==> config.mk <==
export PLATFORM = sky130hd
export DESIGN_NAME = gpio_port
export DESIGN_NICKNAME = d
export VERILOG_FILES = /design/src/rtl/gpio_port.sv
export SDC_FILE = /design/constraint.sdc
export NUM_CORES = 1
export LEC_CHECK = 0
export BUFFER_PORTS_ARGS = -buffer_cell sky130_fd_sc_hd__clkbuf_2
export CAP_MARGIN = 30
export CORE_AREA = 2 2 105 107
export CTS_BUF_LIST = sky130_fd_sc_hd__clkbuf_4 sky130_fd_sc_hd__clkbuf_8
export DETAILED_ROUTE_END_ITERATION = 6
export DIE_AREA = 0 0 107 109
export PLACE_DENSITY = 0.71
export SLEW_MARGIN = 10
export SYNTH_ARGS = -nofsm -noshare
export SYNTH_HDL_FRONTEND = slang
export SYNTH_SLANG_ARGS = --single-unit
export TNS_END_PERCENT = 100
==> constraint.sdc <==
create_clock -name clk -period 2.1 [get_ports clk]
set_input_delay 0.315 -clock clk [delete_from_list [all_inputs] [get_ports clk]]
set_output_delay 0.315 -clock clk [all_outputs]
set_load 0.05 [all_outputs]
==> src/rtl/gpio_port.sv <==
// Memory-mapped GPIO port: MODE/IDATA/ODATA/INTCFG registers, a two-flop input
// synchronizer and two edge-triggered pending bits that drive irq0/irq1.
module gpio_port #(
    parameter int unsigned WIDTH     = 16,
    parameter logic [31:0] OUT_RESET = 32'h0000_0000
) (
    input  logic             clk,
    input  logic             rst_n,
    input  logic [3:0]       addr,
    input  logic             rd_en,
    input  logic             wr_en,
    input  logic [31:0]      wr_data,
    input  logic [3:0]       wr_strobe,
    output logic [31:0]      rd_data,
    output logic             rd_valid,
    output logic             err,
    input  logic [WIDTH-1:0] gpio_in,
    output logic [WIDTH-1:0] gpio_out,
    output logic [WIDTH-1:0] gpio_oe,
    output logic             irq0,
    output logic             irq1
);

    localparam logic [1:0] REG_MODE   = 2'd0;
    localparam logic [1:0] REG_IDATA  = 2'd1;
    localparam logic [1:0] REG_ODATA  = 2'd2;
    localparam logic [1:0] REG_INTCFG = 2'd3;

    logic [WIDTH-1:0] mode_q, mode_d;
    logic [WIDTH-1:0] odata_q, odata_d;
    logic [WIDTH-1:0] sync1_q, sync1_d;
    logic [WIDTH-1:0] sync2_q, sync2_d;
    logic [WIDTH-1:0] prev_q, prev_d;
    logic [4:0]       sel0_q, sel0_d, sel1_q, sel1_d;
    logic [1:0]       emode0_q, emode0_d, emode1_q, emode1_d;
    logic             pend0_q, pend0_d, pend1_q, pend1_d;
    logic             rd_valid_q, rd_valid_d;
    logic [31:0]      rd_data_q, rd_data_d;
    logic             err_q, err_d;

    logic             addr_ok_s;
    logic             wr_ok_s;
    logic             rd_ok_s;
    logic             hit0_s, hit1_s;
    logic             w1c0_s, w1c1_s;
    logic [31:0]      rd_word_s;

    // Byte-lane merge of a WIDTH-bit register; lane of bit i is i/8.
    function automatic logic [WIDTH-1:0] lane_merge(input logic [WIDTH-1:0] old_v,
                                                    input logic [31:0]      data_v,
                                                    input logic [3:0]       strb_v);
        logic [WIDTH-1:0] res;
        res = old_v;
        for (int i = 0; i < int'(WIDTH); i++) begin
            if (strb_v[i/8]) begin
                res[i] = data_v[i];
            end
        end
        return res;
    endfunction

    function automatic logic [31:0] zext(input logic [WIDTH-1:0] v);
        logic [31:0] res;
        res = 32'h0000_0000;
        res[WIDTH-1:0] = v;
        return res;
    endfunction

    // A SEL value at or beyond WIDTH matches no pin, so it can never hit.
    function automatic logic edge_hit(input logic [4:0]       sel_v,
                                      input logic [1:0]       emode_v,
                                      input logic [WIDTH-1:0] cur_v,
                                      input logic [WIDTH-1:0] prv_v);
        logic res;
        res = 1'b0;
        for (int i = 0; i < int'(WIDTH); i++) begin
            if (sel_v == 5'(i)) begin
                res = (emode_v[0] & cur_v[i] & ~prv_v[i]) |
                      (emode_v[1] & ~cur_v[i] & prv_v[i]);
            end
        end
        return res;
    endfunction

    // Decode, register writes, pending-bit update, read mux and pipeline inputs.
    always_comb begin
        addr_ok_s = (addr[1:0] == 2'b00);
        wr_ok_s   = wr_en & addr_ok_s;
        rd_ok_s   = rd_en & addr_ok_s;

        mode_d   = mode_q;
        odata_d  = odata_q;
        sel0_d   = sel0_q;
        sel1_d   = sel1_q;
        emode0_d = emode0_q;
        emode1_d = emode1_q;

        if (wr_ok_s) begin
            case (addr[3:2])
                REG_MODE:  mode_d  = lane_merge(mode_q, wr_data, wr_strobe);
                REG_IDATA: mode_d  = mode_q;
                REG_ODATA: odata_d = lane_merge(odata_q, wr_data, wr_strobe);
                REG_INTCFG: begin
                    if (wr_strobe[0]) begin
                        sel0_d   = wr_data[4:0];
                        emode0_d = wr_data[6:5];
                    end else begin
                        sel0_d   = sel0_q;
                    end
                    if (wr_strobe[1]) begin
                        sel1_d   = wr_data[12:8];
                        emode1_d = wr_data[14:13];
                    end else begin
                        sel1_d   = sel1_q;
                    end
                end
                default:   mode_d  = mode_q;
            endcase
        end else begin
            mode_d = mode_q;
        end

        sync1_d = gpio_in;
        sync2_d = sync1_q;
        prev_d  = sync2_q;

        // Detection uses the configuration in force this cycle; a set beats a clear.
        hit0_s  = edge_hit(sel0_q, emode0_q, sync2_q, prev_q);
        hit1_s  = edge_hit(sel1_q, emode1_q, sync2_q, prev_q);
        w1c0_s  = wr_ok_s & (addr[3:2] == REG_INTCFG) & wr_strobe[0] & wr_data[7];
        w1c1_s  = wr_ok_s & (addr[3:2] == REG_INTCFG) & wr_strobe[1] & wr_data[15];
        pend0_d = hit0_s | (pend0_q & ~w1c0_s);
        pend1_d = hit1_s | (pend1_q & ~w1c1_s);

        case (addr[3:2])
            REG_MODE:   rd_word_s = zext(mode_q);
            REG_IDATA:  rd_word_s = zext(sync2_q);
            REG_ODATA:  rd_word_s = zext(odata_q);
            REG_INTCFG: rd_word_s = {16'h0000, pend1_q, emode1_q, sel1_q,
                                     pend0_q, emode0_q, sel0_q};
            default:    rd_word_s = 32'h0000_0000;
        endcase

        rd_valid_d = rd_en;
        err_d      = (rd_en | wr_en) & ~addr_ok_s;
        if (rd_ok_s) begin
            rd_data_d = rd_word_s;
        end else begin
            rd_data_d = 32'h0000_0000;
        end
    end

    // State registers with synchronous active-low reset.
    always_ff @(posedge clk) begin
        if (!rst_n) begin
            mode_q     <= '0;
            odata_q    <= OUT_RESET[WIDTH-1:0];
            sync1_q    <= '0;
            sync2_q    <= '0;
            prev_q     <= '0;
            sel0_q     <= 5'd0;
            sel1_q     <= 5'd0;
            emode0_q   <= 2'd0;
            emode1_q   <= 2'd0;
            pend0_q    <= 1'b0;
            pend1_q    <= 1'b0;
            rd_valid_q <= 1'b0;
            rd_data_q  <= 32'h0000_0000;
            err_q      <= 1'b0;
        end else begin
            mode_q     <= mode_d;
            odata_q    <= odata_d;
            sync1_q    <= sync1_d;
            sync2_q    <= sync2_d;
            prev_q     <= prev_d;
            sel0_q     <= sel0_d;
            sel1_q     <= sel1_d;
            emode0_q   <= emode0_d;
            emode1_q   <= emode1_d;
            pend0_q    <= pend0_d;
            pend1_q    <= pend1_d;
            rd_valid_q <= rd_valid_d;
            rd_data_q  <= rd_data_d;
            err_q      <= err_d;
        end
    end

    assign gpio_oe  = mode_q;
    assign gpio_out = odata_q;
    assign irq0     = pend0_q;
    assign irq1     = pend1_q;
    assign rd_valid = rd_valid_q;
    assign rd_data  = rd_data_q;
    assign err      = err_q;

endmodule
# ---- Word level (Yosys, flattened, before mapping)
# Cells that the tools add are included.
dict set report totals {
  wordCells 301
  out_inout_bits 68
  register_bits 130
  input_bits 60
}
dict set report op_classes {
  reduce_logical 11
  mux 33
  bitwise 208
  n_eq_ne 33
}
# cell count
set op_table {}
lappend op_table {{$and A1 B1 Y1} 138}
lappend op_table {{$pmux W32 S4} 1}
lappend op_table {{$eq A5 B4 Y1 const B} 16}
lappend op_table {{$eq A5 B3 Y1 const B} 8}
lappend op_table {{$not A1 Y1} 35}
lappend op_table {{$or A1 B1 Y1} 35}
lappend op_table {{$mux W1} 32}
lappend op_table {{$eq A5 B2 Y1 const B} 4}
lappend op_table {{$reduce_and A3 Y1} 6}
lappend op_table {{$eq A5 B1 Y1 const B} 2}
lappend op_table {{$logic_not A5 Y1} 2}
lappend op_table {{$eq A2 B2 Y1 const B} 2}
lappend op_table {{$logic_not A2 Y1} 2}
lappend op_table {{$eq A2 B1 Y1 const B} 1}
lappend op_table {{$reduce_and A2 Y1} 1}

# ---- Logic depth before layout (Yosys ltp)
dict set report depth {
  word_depth 21
  ltp_mapped 8
  depth_no_buf 6
}

# ---- Least setup slack after synthesis
# Ideal clock, no wire load.
dict set report synth_timing {
  path_kind {input -> register}
  from {input port addr[0]}
  to {register pend1_q (netlist: irq1)}
  arrival_time_ns 1.511
  setup_time_ns 0.122
  path_stages 7
  path_buffers 1
  required_ns 1.978
  slack_ns 0.468
  path_cell_list {and4bb_1 -> and3_1 -> buf_4 -> nand2_1 -> a22o_1 -> a311o_1 -> o311a_1}
}
dict set report synth_via {
  elab_chain_cells 8
}
# element line_no
set synth_rtl {}
lappend synth_rtl {{start: declaration} 9} ;# input logic [3:0] addr,
lappend synth_rtl {{$logic_not A2 Y1} 87} ;# addr_ok_s = (addr[1:0] == 2'b00);
lappend synth_rtl {{$and A1 B1 Y1} 88} ;# wr_ok_s = wr_en & addr_ok_s;
lappend synth_rtl {{$and A1 B1 Y1 (3 in a row)} 131} ;# w1c1_s = wr_ok_s & (addr[3:2] == REG_INTCFG) & wr_strobe[1] & wr_data[15];
lappend synth_rtl {{$not A1 Y1} 133} ;# pend1_d = hit1_s | (pend1_q & ~w1c1_s);
lappend synth_rtl {{$and A1 B1 Y1} 133}
lappend synth_rtl {{$or A1 B1 Y1} 133}
lappend synth_rtl {{end signal: assignment} 181} ;# pend1_q <= pend1_d;
lappend synth_rtl {{end: declaration} 36} ;# logic pend0_q, pend0_d, pend1_q, pend1_d;
# No other way between the ends.
# A chain may end at the register's enable or synchronous reset.

# ---- Final worst setup path
dict set report layout_timing {
  from {register sel1_q[0]}
  to {register pend1_q (netlist: irq1)}
}
dict set report layout_via {
  elab_chain_cells 18
  elab_cells_between_ends 33
  cone_classes {eq/ne: 15; mux: 16; bitwise: 1; reduce/logical: 1}
}
# element line_no
set layout_rtl {}
lappend layout_rtl {{start: declaration} 34} ;# logic [4:0] sel0_q, sel0_d, sel1_q, sel1_d;
lappend layout_rtl {{start signal: assignment} 177} ;# sel1_q <= sel1_d;
lappend layout_rtl {{$logic_not A5 Y1} 77} ;# if (sel_v == 5'(i)) begin
lappend layout_rtl {{$mux W1 (15 in a row)} 77}
lappend layout_rtl {{$mux W1 (*)} 77}
lappend layout_rtl {{$or A1 B1 Y1 (*)} 133}
# Every way passes the cells marked *; elsewhere a longest branch is shown, timed or not.

==> flow_summary.toml <==
[die]
coreArea_um2 = 10600
design.portCount = 128
initial_core_util_pct = 48.6
die_area_um2 = 11700
rows = 38
fp.dieW_um = 107
die-height_um = 109

[clock_network]
clkTransAtPathRegs_ns = 0.07
clk_latency_ns = 0.42
cts_root_buf = "clkbuf_8"
cts_sinks = 114
htree_levels = 4
clockBufferDepth = 2
cts_tree = "built"
post_cts_buffers = 0
cts_buffers = 17
cts_resized = 0
hold_buffers = 0

[cells_and_area]
layout_commonest_cell = "dfxtp_1"
layout_common_cells = "dfxtp_1, clkbuf_2, nor2b_1, and2_1, mux2i_1"
antennaDiodeCount = 0
final_layout_size_suffix_gt1_share_pct = 26.6
area_growth_syn_to_layout_pct = 18.5
fin_nets = 663

[critical_path]
critical_path.max_stage_delay_ns = 0.51
worstSetupPathType = "flip-flop to flip-flop"
cp.buffers_inverters = 0
start_kind = "flip-flop"
crit_required_ns = 2.41
cp_max_fo = 9
arrival_ns = 2.25
critPathSlowestCell = "dfxtp_1"
end_kind = "flip-flop"
critical_path.top_delay_family = "compound AO/OA/AOI/OAI gates"
path_cells = "nand2_1 -> a311oi_1 -> a211o_1 -> o221ai_1 -> a311o_1 -> o311a_1"

[run_status]
status = "completed"

[min_path]
min_path_type = "input pin to flip-flop"

[yosys]
yosys_register_bits = 114
muxShareOfSynthArea_pct = 15.9
seq_area_frac_synth_pct = 44.3
synthAdderAreaFrac_pct = 0
netlist_area_um2 = 5160
yosysUniqueCellTypes = 49
synth_cells = 506
yosys_most_used_dff = "dfxtp_1"
synth-xor-area-share_pct = 0
synth_area_per_cell_um2 = 10.2
synth_top_family_by_area = "simple AND/OR/NAND/NOR gates"
async_reset_ff_share_pct = 0
synth_compound_area_share_pct = 7.50
synth_simple_gate_area_share_pct = 26.3
ys_warn_count = 0
synth_edf_count = 0

[routing]
first_pass_iters = 5
first_iter_violations = 390
vias = 3971
routed_wl_mm = 12.2
wire_per_inst_um = 16.1
final_antenna_net_count = 0
viasPerCell = 5.25
drc = 0

[placement]
place.gp.congestion = 0.908
dp_hpwl_mm = 8.94
io_buffers = 93

[global_route]
grt_overflow_total = 0
track_usage_pct = 21.5
antenna_found_initial = 0
grt_max_degree = 53
grt_pass1_wl_mm = 19.1
grt_pass1_vias = 3638

[sta]
finalMaxSlewViolations = 0
period_minus_slack_ns = 1.95
tns_ns = 0
min_period_over_period_pct = 92.8
finalHoldViolCount = 0
tightest_slew_ns = 0.598
skew_ns = 0.00660
timing.slew.headroom_pct = 60.1
fmaxAchievable_ghz = 0.513
setup_violations = 0
rsz0062_at_grt = "no"

[power]
power_density_nw_per_um2 = 742
ir_worst_vdd_v = 0.000390
p_leak_nw = 2.73
fin_total_pwr_w = 0.00453

[run]
drv_cap = 0
-- synthesized netlist by cell type, types with 2 or more instances --
master,count,area share (%)
dfxtp_1,114,44
nor2b_1,61,7.4
and2_1,48,5.8
mux2i_1,46,8.9
nand3b_1,29,4.2
and3_1,21,2.5
buf_4,17,2.5
nand2_1,17,1.2
buf_2,16,1.6
mux4_2,16,7.0
clkbuf_1,15,1.1
inv_1,10,0.73
a31oi_1,9,1.1
nor2_1,9,0.66
and3b_1,8,1.4
a21oi_1,7,0.68
nand3_1,7,0.68
o21ai_0,7,0.68
a22oi_1,5,0.73
a311oi_1,4,0.68
nand2b_1,4,0.49
a221oi_1,3,0.51
a22o_1,2,0.34
a31o_2,2,0.34
a32oi_1,2,0.34
nand4_1,2,0.24
o221ai_1,2,0.34
o31ai_1,2,0.29
-- path summary, 6_finish.rpt --
check                                       startpoint               endpoint  slack (ns)  cells after the start
worst max register to register  sel1_q[0]$_SDFFE_PN0P_        irq1$_SDFF_PN0_        0.15                      6
worst min-delay path                        gpio_in[0]  sync1_q[0]$_SDFF_PN0_         0.1                      2
worst min register to register   sync1_q[9]$_SDFF_PN0_   prev_d[9]$_SDFF_PN0_        0.43                      1
worst max-delay path            sel1_q[0]$_SDFFE_PN0P_        irq1$_SDFF_PN0_        0.15                      6
-- routing by layer --
metal  GRT usage (%)  part of all wire (%)  vias up
met4            8.53                   2.0        0
li1                -                     -     1954
met2            32.7                    45      151
met5               0                     0        -
met1            29.5                    46     1845
met3            5.38                   7.6       21
-- cell type report --
| cell class | instances | area [um^2] |
|---|---|---|
| Multi-Input combinational cell | 348 | 2630 |
| Clock inverter | 11 | 113 |
| Timing Repair Buffer | 112 | 608 |
| Fill cell | 922 | 4490 |
| Inverter | 10 | 37.5 |
| Sequential cell | 114 | 2280 |
| Tap cell | 140 | 175 |
| Clock buffer | 21 | 270 |
-- kinds of logic after synthesis --
family | Yosys count
and+or+nand+nor | 216
other | 1
muxes | 62
AOI/OAI and AO/OA | 54
DFF | 114
buffers and inverters | 59
-- state kept, by name (all words and copies together), names as in the netlist --
register,flops
prev_q,16
gpio_out,16
sync1_q,16
rd_data,16
sel1_q,5
irq0,1
irq1,1
err,1
prev_d,16
sel0_q,5
emode1_q,2
rd_valid,1
gpio_oe,16
emode0_q,2
-- through the flow --
stage	setup slack (ns)	utilization (%)	hold slack [ns]	instance area [um^2]	cells
floorplan	0.468	-	0.412	5210	521
global placement	0.208	54.0	0.414	5730	724
detailed placement	0.202	54.0	0.418	5730	724
CTS	0.182	57.6	0.0718	6110	756
global route	0.0541	57.6	0.0771	6110	756
finish	0.151	57.6	0.0953	6110	756
-- power by group --
part | internal, W | switching (W)
Sequential | 0.00221 | 0.0000408
Combinational | 0.000121 | 0.000198
Clock | 0.00111 | 0.000854
Total | 0.00344 | 0.00109
No activity file was read; power rests on OpenSTA's default activity.
